### src/rtl/udp_rx_dispatch_3_pkg.sv
// Shared constants and types for the three-way UDP receive dispatcher.
package udp_rx_dispatch_3_pkg;

    localparam logic [15:0] ETH_ARP       = 16'h0806;
    localparam logic [15:0] ETH_IP        = 16'h0800;
    localparam logic [7:0]  IP_VER_IHL    = 8'h45;
    localparam logic [7:0]  IP_PROTO_ICMP = 8'd1;
    localparam logic [7:0]  IP_PROTO_UDP  = 8'd17;

    localparam logic [3:0]  WC_ETHTYPE    = 4'd3;
    localparam logic [3:0]  WC_PROTO      = 4'd5;
    localparam logic [3:0]  WC_DPORT      = 4'd9;

    typedef enum logic [1:0] {
        DEC_DROP = 2'd0,
        DEC_P1   = 2'd1,
        DEC_P2   = 2'd2,
        DEC_P3   = 2'd3
    } dec_e;

    typedef struct packed {
        logic        sop;
        logic        eop;
        logic [1:0]  mod;
        logic [31:0] data;
    } buf_word_t;

endpackage

### src/rtl/udp_rx_dispatch_3_rx_hdr_fifo.sv
// Header/frame word buffer; can retro-mark the newest stored word as end of frame.
module udp_rx_dispatch_3_rx_hdr_fifo
    import udp_rx_dispatch_3_pkg::*;
#(
    parameter int BUF_AW = 4
) (
    input  logic            clk,
    input  logic            rst,
    input  logic            push_i,
    input  buf_word_t       wdata_i,
    input  logic            pop_i,
    input  logic            set_eop_i,
    output buf_word_t       rdata_o,
    output logic            full_o,
    output logic            empty_o,
    output logic [BUF_AW:0] count_o
);

    localparam int DEPTH = 1 << BUF_AW;

    buf_word_t         mem_q [DEPTH];
    logic [BUF_AW:0]   wr_ptr_q;
    logic [BUF_AW:0]   rd_ptr_q;
    logic [BUF_AW-1:0] last_addr;

    assign count_o   = wr_ptr_q - rd_ptr_q;
    assign empty_o   = (wr_ptr_q == rd_ptr_q);
    assign full_o    = (count_o == (BUF_AW+1)'(DEPTH));
    assign last_addr = wr_ptr_q[BUF_AW-1:0] - BUF_AW'(1);
    assign rdata_o   = mem_q[rd_ptr_q[BUF_AW-1:0]];

    always_ff @(posedge clk or posedge rst) begin
        if (rst) begin
            wr_ptr_q <= '0;
            rd_ptr_q <= '0;
        end else begin
            if (push_i && !full_o) wr_ptr_q <= wr_ptr_q + (BUF_AW+1)'(1);
            if (pop_i && !empty_o) rd_ptr_q <= rd_ptr_q + (BUF_AW+1)'(1);
        end
    end

    // Truncation targets the word before the write pointer, never the slot being written.
    always_ff @(posedge clk) begin
        if (push_i && !full_o) mem_q[wr_ptr_q[BUF_AW-1:0]] <= wdata_i;
        if (set_eop_i && !empty_o) begin
            mem_q[last_addr].eop <= 1'b1;
            mem_q[last_addr].mod <= 2'd0;
        end
    end

endmodule

### src/rtl/udp_rx_dispatch_3.sv
// Classifies MAC RX frames from their headers and steers each whole frame to
// ARP/ICMP, UDP1 or UDP2 consumers, dropping everything else.
module udp_rx_dispatch_3
    import udp_rx_dispatch_3_pkg::*;
#(
    parameter logic [15:0] UDP1_PORT = 16'd5000,
    parameter logic [15:0] UDP2_PORT = 16'd5001,
    parameter int          BUF_AW    = 4
) (
    input  logic        clk,
    input  logic        rst,
    input  logic        rx_wren,
    input  logic        rx_sop,
    input  logic        rx_eop,
    input  logic [1:0]  rx_mod,
    input  logic [31:0] rx_data,
    output logic        rx_wren1,
    output logic        rx_sop1,
    output logic        rx_eop1,
    output logic [1:0]  rx_mod1,
    output logic [31:0] rx_data1,
    output logic        rx_wren2,
    output logic        rx_sop2,
    output logic        rx_eop2,
    output logic [1:0]  rx_mod2,
    output logic [31:0] rx_data2,
    output logic        rx_wren3,
    output logic        rx_sop3,
    output logic        rx_eop3,
    output logic [1:0]  rx_mod3,
    output logic [31:0] rx_data3,
    output logic [15:0] drop_cnt
);

    typedef enum logic {ST_IDLE, ST_STREAM} state_e;

    logic            in_frame_q, in_frame_d;
    logic            decided_q, decided_d;
    logic [3:0]      wc_q, wc_d;
    logic [15:0]     drop_cnt_q;
    logic [16:0]     drop_sum;
    logic [1:0]      ndrop;

    logic            accept, abort, gone, undecided_now;
    logic [3:0]      widx;
    logic            cls_valid;
    dec_e            cls_dec;
    logic            push_a, push_b;
    dec_e            dec_b;
    logic            set_eop, close_set, close_q;

    buf_word_t       wr_word, head;
    logic            buf_full, buf_empty;
    logic [BUF_AW:0] buf_count;

    dec_e            dq_mem_q [4];
    logic [1:0]      dq_wr_q, dq_rd_q;
    logic [2:0]      dq_cnt_q;
    logic            dq_we0, dq_we1, pop_dec;
    dec_e            dq_v0, dq_head;

    state_e          state_q;
    logic            pop_buf, frame_end;
    logic [2:0]      wren_q, sop_q, eop_q;
    logic [2:0][1:0] mod_q;
    logic [2:0][31:0] data_q;

    always_comb begin
        cls_valid = 1'b0;
        cls_dec   = DEC_DROP;
        case (widx)
            WC_ETHTYPE: begin
                cls_valid = !(rx_data[31:16] == ETH_IP && rx_data[15:8] == IP_VER_IHL);
                cls_dec   = (rx_data[31:16] == ETH_ARP) ? DEC_P1 : DEC_DROP;
            end
            WC_PROTO: begin
                cls_valid = (rx_data[7:0] != IP_PROTO_UDP);
                cls_dec   = (rx_data[7:0] == IP_PROTO_ICMP) ? DEC_P1 : DEC_DROP;
            end
            WC_DPORT: begin
                cls_valid = 1'b1;
                cls_dec   = (rx_data[31:16] == UDP1_PORT) ? DEC_P2 :
                            (rx_data[31:16] == UDP2_PORT) ? DEC_P3 : DEC_DROP;
            end
            default: ;
        endcase
    end

    always_comb begin
        accept        = rx_wren && (rx_sop || in_frame_q);
        abort         = rx_wren && rx_sop && in_frame_q;
        widx          = rx_sop ? 4'd0 : wc_q;
        undecided_now = rx_sop || !decided_q;
        push_a        = abort && !decided_q;
        push_b        = accept && undecided_now && (buf_full || cls_valid || rx_eop);
        dec_b         = (cls_valid && !buf_full) ? cls_dec : DEC_DROP;
        // An open frame whose last word has already left the buffer is closed via close_q.
        gone          = buf_empty || (buf_count == (BUF_AW+1)'(1) && pop_buf);
        set_eop       = abort && !gone;
        close_set     = abort && gone;
        wr_word       = '{sop: rx_sop, eop: rx_eop, mod: rx_mod, data: rx_data};

        in_frame_d = in_frame_q;
        decided_d  = decided_q;
        wc_d       = wc_q;
        if (accept) begin
            in_frame_d = !rx_eop;
            decided_d  = !undecided_now || push_b;
            wc_d       = rx_sop ? 4'd1 : ((wc_q == 4'hF) ? wc_q : wc_q + 4'd1);
        end

        dq_v0   = push_a ? DEC_DROP : dec_b;
        dq_we0  = (push_a || push_b) && (dq_cnt_q < 3'd4);
        dq_we1  = push_a && push_b && (dq_cnt_q < 3'd3);
        dq_head = dq_mem_q[dq_rd_q];

        ndrop    = {1'b0, push_a} + {1'b0, push_b && (dec_b == DEC_DROP)};
        drop_sum = {1'b0, drop_cnt_q} + {15'd0, ndrop};

        pop_buf   = (state_q == ST_STREAM) && !close_q && !buf_empty;
        frame_end = (state_q == ST_STREAM) && (close_q || (pop_buf && head.eop));
        pop_dec   = frame_end && (dq_cnt_q != 3'd0);
    end

    udp_rx_dispatch_3_rx_hdr_fifo #(.BUF_AW(BUF_AW)) u_fifo (
        .clk       (clk),
        .rst       (rst),
        .push_i    (accept),
        .wdata_i   (wr_word),
        .pop_i     (pop_buf),
        .set_eop_i (set_eop),
        .rdata_o   (head),
        .full_o    (buf_full),
        .empty_o   (buf_empty),
        .count_o   (buf_count)
    );

    always_ff @(posedge clk or posedge rst) begin
        if (rst) begin
            in_frame_q <= 1'b0;
            decided_q  <= 1'b0;
            wc_q       <= '0;
            dq_wr_q    <= '0;
            dq_rd_q    <= '0;
            dq_cnt_q   <= '0;
            drop_cnt_q <= '0;
        end else begin
            in_frame_q <= in_frame_d;
            decided_q  <= decided_d;
            wc_q       <= wc_d;
            dq_wr_q    <= dq_wr_q + {1'b0, dq_we0} + {1'b0, dq_we1};
            dq_rd_q    <= dq_rd_q + {1'b0, pop_dec};
            dq_cnt_q   <= dq_cnt_q + {2'd0, dq_we0} + {2'd0, dq_we1} - {2'd0, pop_dec};
            drop_cnt_q <= drop_sum[16] ? 16'hFFFF : drop_sum[15:0];
        end
    end

    always_ff @(posedge clk) begin
        if (dq_we0) dq_mem_q[dq_wr_q]         <= dq_v0;
        if (dq_we1) dq_mem_q[dq_wr_q + 2'd1] <= dec_b;
    end

    always_ff @(posedge clk or posedge rst) begin
        if (rst) begin
            state_q <= ST_IDLE;
            close_q <= 1'b0;
            wren_q  <= '0;
            sop_q   <= '0;
            eop_q   <= '0;
            mod_q   <= '0;
            data_q  <= '0;
        end else begin
            wren_q <= '0;
            sop_q  <= '0;
            eop_q  <= '0;
            mod_q  <= '0;
            data_q <= '0;
            if (close_set)
                close_q <= 1'b1;
            else if (frame_end && close_q)
                close_q <= 1'b0;
            case (state_q)
                ST_IDLE: begin
                    if (!buf_empty && dq_cnt_q != 3'd0) state_q <= ST_STREAM;
                end
                ST_STREAM: begin
                    for (int p = 0; p < 3; p++) begin
                        if (pop_buf && int'(dq_head) == p + 1) begin
                            wren_q[p] <= 1'b1;
                            sop_q[p]  <= head.sop;
                            eop_q[p]  <= head.eop;
                            mod_q[p]  <= head.mod;
                            data_q[p] <= head.data;
                        end
                    end
                    if (frame_end && dq_cnt_q < 3'd2) state_q <= ST_IDLE;
                end
                default: state_q <= ST_IDLE;
            endcase
        end
    end

    assign rx_wren1 = wren_q[0];
    assign rx_sop1  = sop_q[0];
    assign rx_eop1  = eop_q[0];
    assign rx_mod1  = mod_q[0];
    assign rx_data1 = data_q[0];
    assign rx_wren2 = wren_q[1];
    assign rx_sop2  = sop_q[1];
    assign rx_eop2  = eop_q[1];
    assign rx_mod2  = mod_q[1];
    assign rx_data2 = data_q[1];
    assign rx_wren3 = wren_q[2];
    assign rx_sop3  = sop_q[2];
    assign rx_eop3  = eop_q[2];
    assign rx_mod3  = mod_q[2];
    assign rx_data3 = data_q[2];
    assign drop_cnt = drop_cnt_q;

endmodule

### config.mk
export PLATFORM = sky130hd
export DESIGN_NAME = udp_rx_dispatch_3
export DESIGN_NICKNAME = d
export VERILOG_FILES = /design/src/rtl/udp_rx_dispatch_3_pkg.sv /design/src/rtl/udp_rx_dispatch_3_rx_hdr_fifo.sv /design/src/rtl/udp_rx_dispatch_3.sv
export SDC_FILE = /design/constraint.sdc
export NUM_CORES = 1
export LEC_CHECK = 0
export ABC_AREA = 1
export CAP_MARGIN = 0
export CORE_MARGIN = 3
export CORE_UTILIZATION = 54
export DETAILED_ROUTE_END_ITERATION = 10
export GPL_TIMING_DRIVEN = 0
export PLACE_DENSITY_LB_ADDON = 0.2
export SLEW_MARGIN = 20
export SYNTH_ARGS = -nofsm -noshare
export SYNTH_HDL_FRONTEND = slang
export SYNTH_SLANG_ARGS = --single-unit
### constraint.sdc
create_clock -name clk -period 6.1 [get_ports clk]
set_input_delay 1.83 -clock clk [delete_from_list [all_inputs] [get_ports clk]]
set_output_delay 1.83 -clock clk [all_outputs]
set_load 0.01 [all_outputs]
# Yosys cells after proc, flatten, opt, wreduce, memory -nomap -nowiden
# Memory sizes are Yosys's and may differ from the RTL's.
# Index checks and enable logic that the tools add are counted.
# totals
reg_bits,152
ram_bits,584
in_bits,39
output_inout_bits,127
mem_count,2
# op_classes
add_sub_neg,14
order_cmp,3
eq_ne,18
mux,45
n_bitwise,1
n_reduce_logical,49
# memory_table
memory,depth,word_bits,rd,rd_ports_with_merged_regs,wr,line,text
u_fifo.mem_q,16,36,1,0,2,udp_rx_dispatch_3_rx_hdr_fifo.sv:21,buf_word_t mem_q [DEPTH];
dq_mem_q,4,2,1,0,2,udp_rx_dispatch_3.sv:56,dec_e dq_mem_q [4];
# ops
cell,count
2-to-1 mux 32 bit,3
2-to-1 mux 96 bit,1
== test 16 x 12 -> 1 bit (second input constant),2
== test 16 x 13 -> 1 bit (second input constant),2
logical AND 1 bit,29
2-to-1 mux 1 bit,23
adder 16 x 2 -> 17 bit,1
2-to-1 mux 16 bit,1
2-to-1 mux 2 bit,7
2-to-1 mux 4 bit,3
adder 5 x 1 -> 5 bit (second input constant),2
2-to-1 mux 3 bit,3
== test 4 bit (second input constant),2
== test 8 x 1 -> 1 bit (second input constant),1
== test 8 x 7 -> 1 bit (second input constant),1
logical NOT 1 bit,8
logical OR 1 bit,8
!= test 8 x 5 -> 1 bit (second input constant),1
adder 2 x 1 -> 2 bit,3
adder 3 x 1 -> 3 bit,2
< comparator 3 x 2 -> 1 bit (second input constant),2
2-to-1 mux 6 bit,1
one-hot mux 2 bit (3 select lines),1
== test 5 x 1 -> 1 bit (second input constant),1
21 further kinds,22

# Longest topological paths before layout
# Gate-level depths: netlist (run 1).
# logic_depth
word_depth,12
mapped_depth,26

# Modules after synthesis
# Synthesis (run 1) repeated with hierarchy kept, for this count alone.
# unflattened
cells_unflattened,2606
hier_area_um2,29751.0
# modules_own_cells
module,n_inst,cells_per_inst,area_per_inst_um2,seq_area_each_um2
udp_rx_dispatch_3_rx_hdr_fifo,1,2008,23865.4,17066.4
udp_rx_dispatch_3,1,598,5885.6,3793.6

# Worst setup path after synthesis (run 1)
# No wires, ideal clock.
# synth_path
path_kind,input port to flip-flop
start,in rx_data[31]
end,"reg drop_cnt_q[11], in the netlist drop_cnt[11]"
arrival_ps,4326
setup_slack_ps,1704
stages,20
path_buffers,1
path_cell_list,nor2_1 > nand2_1 > nor2_1 > nand3_1 > a21oi_1 > inv_1 > nand2_1 > inv_1 > nand2_1 > nand3b_1 > fa_1 > inv_1 > ha_1 > nand2_1 > nor3_2 > nand3_1 > nor3_2 > nand2_1 > clkbuf_1 > nand3_1
# synth_between
elab_chain_len,11
# synth_rtl
element,line,text
start: declaration,udp_rx_dispatch_3.sv:16,"input logic [31:0] rx_data,"
== test 16 x 12 -> 1 bit,udp_rx_dispatch_3.sv:73,cls_valid = !(rx_data[31:16] == ETH_IP && rx_data[15:8] == IP_VER_IHL);
logical AND 1 bit,udp_rx_dispatch_3.sv:73,
logical NOT 1 bit,udp_rx_dispatch_3.sv:73,
one-hot mux 1 bit (3 select lines),udp_rx_dispatch_3.sv:71,case (widx)
logical AND 1 bit / logical OR 1 bit (equally long branches),"udp_rx_dispatch_3.sv:96, udp_rx_dispatch_3.sv:95",
2-to-1 mux 2 bit / logical OR 1 bit (equally long branches),"udp_rx_dispatch_3.sv:96, udp_rx_dispatch_3.sv:95",
logical NOT 2 bit / logical AND 1 bit (equally long branches),"udp_rx_dispatch_3.sv:117, udp_rx_dispatch_3.sv:95",
logical AND 1 bit (*),udp_rx_dispatch_3.sv:117,"ndrop = {1'b0, push_a} + {1'b0, push_b && (dec_b == DEC_DROP)};"
adder 1 x 1 -> 2 bit (*),udp_rx_dispatch_3.sv:117,
adder 16 x 2 -> 17 bit (*),udp_rx_dispatch_3.sv:118,"drop_sum = {1'b0, drop_cnt_q} + {15'd0, ndrop};"
2-to-1 mux 16 bit (*),udp_rx_dispatch_3.sv:154,drop_cnt_q <= drop_sum[16] ? 16'hFFFF : drop_sum[15:0];
end signal: assignment,udp_rx_dispatch_3.sv:154,
end: declaration,udp_rx_dispatch_3.sv:40,logic [15:0] drop_cnt_q;
# Mark *: on every way between the ends. The rest lies on a longest branch, timed or not.
# A chain may end at the register's enable or synchronous reset.

# Worst setup path after layout (run 1)
# layout_path
start,in rx_data[21]
end,"reg drop_cnt_q[13], in the netlist drop_cnt[13]"
# Same word-level chain as after synthesis.

==> impl_summary.txt, run 1 <==
----------------------------------------------------
[Critical path]
  FF-to-FF End ... drop_cnt[13]
  Critical R2R Launch ... u_fifo.rd_ptr_q[3]
  Crit Path Class ... primary input to register
  Critical Path End ... drop_cnt[13]
  Start point of the critical path ... rx_data[21]
  Critical Path Start Type ... primary input
  Worst Reg-to-Reg Cells ... 22
  Setup slack, reg-to-reg ... a little under 0.7 ns
  Capturing element type of the critical path ... register
  Max FO, Critical Path ... 17
  Worst endpoint required time ... 6.64 ns
  Worst endpoint data arrival time ... approximately 6.1 ns

[Power]
  Pwr Density ... 527 nW/um^2
  Worst vdd ir ... between 0.0002 and 0.0003 V
  Leakage power figure ... between 10 and 15 nW

[Synthesis]
  Top cell type's share of synthesized area ... 0.539
  Cell type with the largest total area after synthesis ... sky130_fd_sc_hd__edfxtp_1
  Netlist cell types ... between 50 and 60
  Part of the Yosys area used for sequential elements ... 0.699
  Synth area leaders ... sky130_fd_sc_hd__edfxtp_1 (54%), sky130_fd_sc_hd__dfrtp_1 (13%), sky130_fd_sc_hd__nand2_1 (8.4%)
  Yosys warns ... 0
  Synth Net Count ... 2,585
  Area of the mapped netlist ... 29,900 um^2
  Number of register bits inferred by synthesis ... around 740
  Synthesized instance count ... approximately 2,500
  Average cell area after synthesis ... 11.8 um^2

[Floorplanning]
  Standard cell core area ... ~54,000 um^2
  # rows ... 85
  Total die area ... slightly below 60,000 um^2
  Initial Util ... 0.550
  I/O pin total ... around 170
  Floorplan die width ... roughly 240 um
  Die Span Y ... between 200 and 250 um

[Finish]
  Most frequent cells in the layout ... sky130_fd_sc_hd__nand2_1 (672), sky130_fd_sc_hd__edfxtp_1 (536), sky130_fd_sc_hd__a21oi_1 (255), sky130_fd_sc_hd__nor2_1 (198), sky130_fd_sc_hd__dfrtp_1 (152)
  Fraction of final layout cells sized beyond drive strength 1 ... 0.103
  Number of nets in the final layout ... 2,826
  Leading cell type in the layout, fill and taps excluded ... sky130_fd_sc_hd__nand2_1
  Sequential cell area ... 20,900 um^2
  Post-route core utilization ... 0.643
  Area of the multi-input gates ... 7750 um^2
  Area growth from synthesis to layout ... 16.8%
  Antenna diode count ... 0
  Number of inserted filler cells in the final layout ... 4,101
  Layout Cell Area excl Fill ... between 30,000 and 40,000 um^2

[STA]
  Worst slew margin ... 0.177
  Share of the clock period used by the worst path after layout ... 0.915
  Hold Violations, Final ... 0
  Max-slew violation count ... 0
  Skew final ... 0.0318 ns
  Time the final worst path needs with I/O delays and setup ... roughly 5.6 ns
  Highest Clock Rate ... 179 MHz
  RSZ-0062 raised after global routing ... false
  Sum of negative setup slack ... 0 ns
  Transition time at the pin with the least slew margin ... about 1.2 ns
  Total setup violations reported at the end of the flow ... 0

[Clock network]
  Worst-path clk slew ... roughly 0.06 ns
  Clock sink total ... approximately 740
  Post CTS Setup Buffer Count ... 0
  Total CTS buffers ... between 70 and 80
  Max Root-Sink Buffers ... 3
  Clk Latency, worst-skew pair ... 0.64 ns
  Clock root cell ... sky130_fd_sc_hd__clkbuf_16
  Clock tree from TritonCTS ... yes
  Number of H-tree levels ... 3

[Routing]
  Detailed Routing Iterations Pass 1 ... 6
  Number of design-rule violations left by the first detailed-router iteration ... ~2,600
  Vias post-DR ... about 21,000
  Final WL ... roughly 88,000 um
  Routed via count divided by cell count ... ~6
  Detailed-route wire length per cell ... between 20 and 30 um
  Residual antenna-violating net count after detailed routing ... 0
  DRC violations left ... 0

[Global routing]
  Pin count of the biggest net entering global routing ... 82
  GR Util All Layers ... 0.304
  Wire length of the first global-routing pass ... ~130,000 um
  Number of antenna violations at the first check in global routing ... 1
  Via count of the first global-routing pass ... about 21,000
  Total congestion overflow ... 0

[Placed design]
  Post-DP HPWL ... between 50,000 and 60,000 um
  Placed instance area ... roughly 32,000 um^2
  Placer Congestion ... around 0.91
  Quantity of I/O buffers inserted on ports ... roughly 160

[Outcome]
  Result of the run ... finished, final reports clean

[Hold path]
  Kind of path behind the tightest hold check ... register to register

[Run]
  Count of maximum capacitance violations ... 0

----------------------------------------------------
through the flow:
| step | instances | hold slack [ns] | setup slack, ns | total power, mW |
|---|---|---|---|---|
| after floorplan | 2525 | 0.442 | 0.177 | 10.7 |
| after global placement | 3383 | 0.452 | -1.88 | 13.5 |
| after detailed placement | 3384 | 0.455 | -0.487 | 13.7 |
| after CTS | 3523 | 0.465 | 0.150 | 18.3 |
| after global routing | 3523 | 0.488 | 0.145 | 19.2 |
| final | 3523 | 0.472 | 0.516 | 18.4 |
kinds of logic (layout without fill, tap and decap cells):
kind of cell / Yosys count / in the layout / share of synthesized area
XOR/XNOR: 16 / 16 / 0.00469
adder cells (fa/ha/maj): 21 / 21 / 0.0101
AND/OR/NAND/NOR: 996 / 996 / 0.139
buffers and inverters: 279 / 581 / 0.0420
AO/OA/AOI/OAI: 477 / 477 / 0.105
flip-flops: 736 / 736 / 0.699
cell type report:
| cell class | count | share of cell area |
|---|---|---|
| clock inverter | 36 | 0.00994 |
| tap | 696 | 0.0250 |
| clock buffer | 103 | 0.0604 |
| buffer | 135 | 0.0205 |
| sequential | 736 | 0.598 |
| inverter | 144 | 0.0157 |
| timing repair buffer | 163 | 0.0481 |
| multi-input combinational | 1510 | 0.222 |
cell usage after synthesis, drive strengths merged:
cell type	n
a21o	3
a21oi	257
a22o	1
a22oi	55
a32o	55
a32oi	16
and2	1
buf	97
clkbuf	38
dfrtp	152
dfxtp	48
edfxtp	536
fa	5
ha	16
inv	144
nand2	696
nand3	35
nand3b	7
nand4	16
nor2	207
nor3	27
nor3b	1
nor4	4
o211ai	36
o21ai	38
o221ai	14
o22ai	1
o311ai	1
or2	2
xnor2	3
xor2	13
critical path, cell delays in order:
cell and delay (ns):
sky130_fd_sc_hd__clkdlybuf4s50_1 0.74, sky130_fd_sc_hd__nor2_1 0.40, sky130_fd_sc_hd__nand3_1 0.12, sky130_fd_sc_hd__nor2_1 0.11, sky130_fd_sc_hd__nand3_1 0.11, sky130_fd_sc_hd__a21oi_2 0.35
sky130_fd_sc_hd__inv_1 0.07, sky130_fd_sc_hd__nand2_1 0.06, sky130_fd_sc_hd__inv_1 0.04, sky130_fd_sc_hd__nand2_1 0.20, sky130_fd_sc_hd__nand3b_1 0.16, sky130_fd_sc_hd__fa_1 0.40
sky130_fd_sc_hd__inv_1 0.08, sky130_fd_sc_hd__ha_1 0.16, sky130_fd_sc_hd__nand2_1 0.08, sky130_fd_sc_hd__nor3_2 0.22, sky130_fd_sc_hd__nand3_1 0.17, sky130_fd_sc_hd__nor3_2 0.20
sky130_fd_sc_hd__nand2_1 0.16, sky130_fd_sc_hd__clkbuf_1 0.28, sky130_fd_sc_hd__nand3_1 0.15
timing repair:
action / CTS / global route
resized for setup: 0 / 12
endpoints found under the setup margin: 0 / 13
hold buffers: 0 / 0
report_power, final:
part / switching (mW) / internal (mW) / leakage (nW)
clock network: 1.95 / 2.65 / 1.20
logic: 5.02 / 2.26 / 5.18
registers: 0.328 / 6.18 / 7.22
total: 7.30 / 11.1 / 13.6
sequential cells by signal (all words and copies together) (netlist names):
signal,count
u_fifo.mem_q,576
rx_data1,32
rx_data2,32
rx_data3,32
drop_cnt,16
dq_mem_q,8
u_fifo.rd_ptr_q,5
u_fifo.wr_ptr_q,5
wc_q,4
dq_cnt_q,3
eop_q,3
sop_q,3
wren_q,3
dq_rd_q,2
dq_wr_q,2
rx_mod1,2
rx_mod2,2
rx_mod3,2
close_q,1
decided_q,1
in_frame_q,1
state_q,1
routing by layer:
| metal | GRT usage | share of wire | vias up |
|---|---|---|---|
| met1 | 0.414 | 0.38 | 10600 |
| met5 | 0 | 0.00015 | - |
| li1 | - | - | 9316 |
| met4 | 0.139 | 0.048 | 2 |
| met2 | 0.475 | 0.46 | 1300 |
| met3 | 0.0635 | 0.10 | 231 |
worst min-delay path by stage:
stage | from | to | cells past startpoint
3_5_place_dp | u_fifo.mem_q[8][32] | u_fifo.mem_q[8][32] | 2
6_report | u_fifo.mem_q[4][33] | u_fifo.mem_q[4][33] | 2
2_1_floorplan | dq_rd_q[1] | dq_rd_q[1] | 1
5_1_grt | u_fifo.mem_q[4][33] | u_fifo.mem_q[4][33] | 2
3_3_place_gp | u_fifo.mem_q[8][32] | u_fifo.mem_q[8][32] | 2
4_1_cts | u_fifo.mem_q[8][32] | u_fifo.mem_q[8][32] | 2
Note: power is estimated with default switching activity, not from simulation.
==> run 2: changes to the inputs <==
- CTS_CLUSTER_DIAMETER: unset -> 120
==> results of run 2 <==
Same layout as run 1: the final DEF is identical, and so are final timing and power.
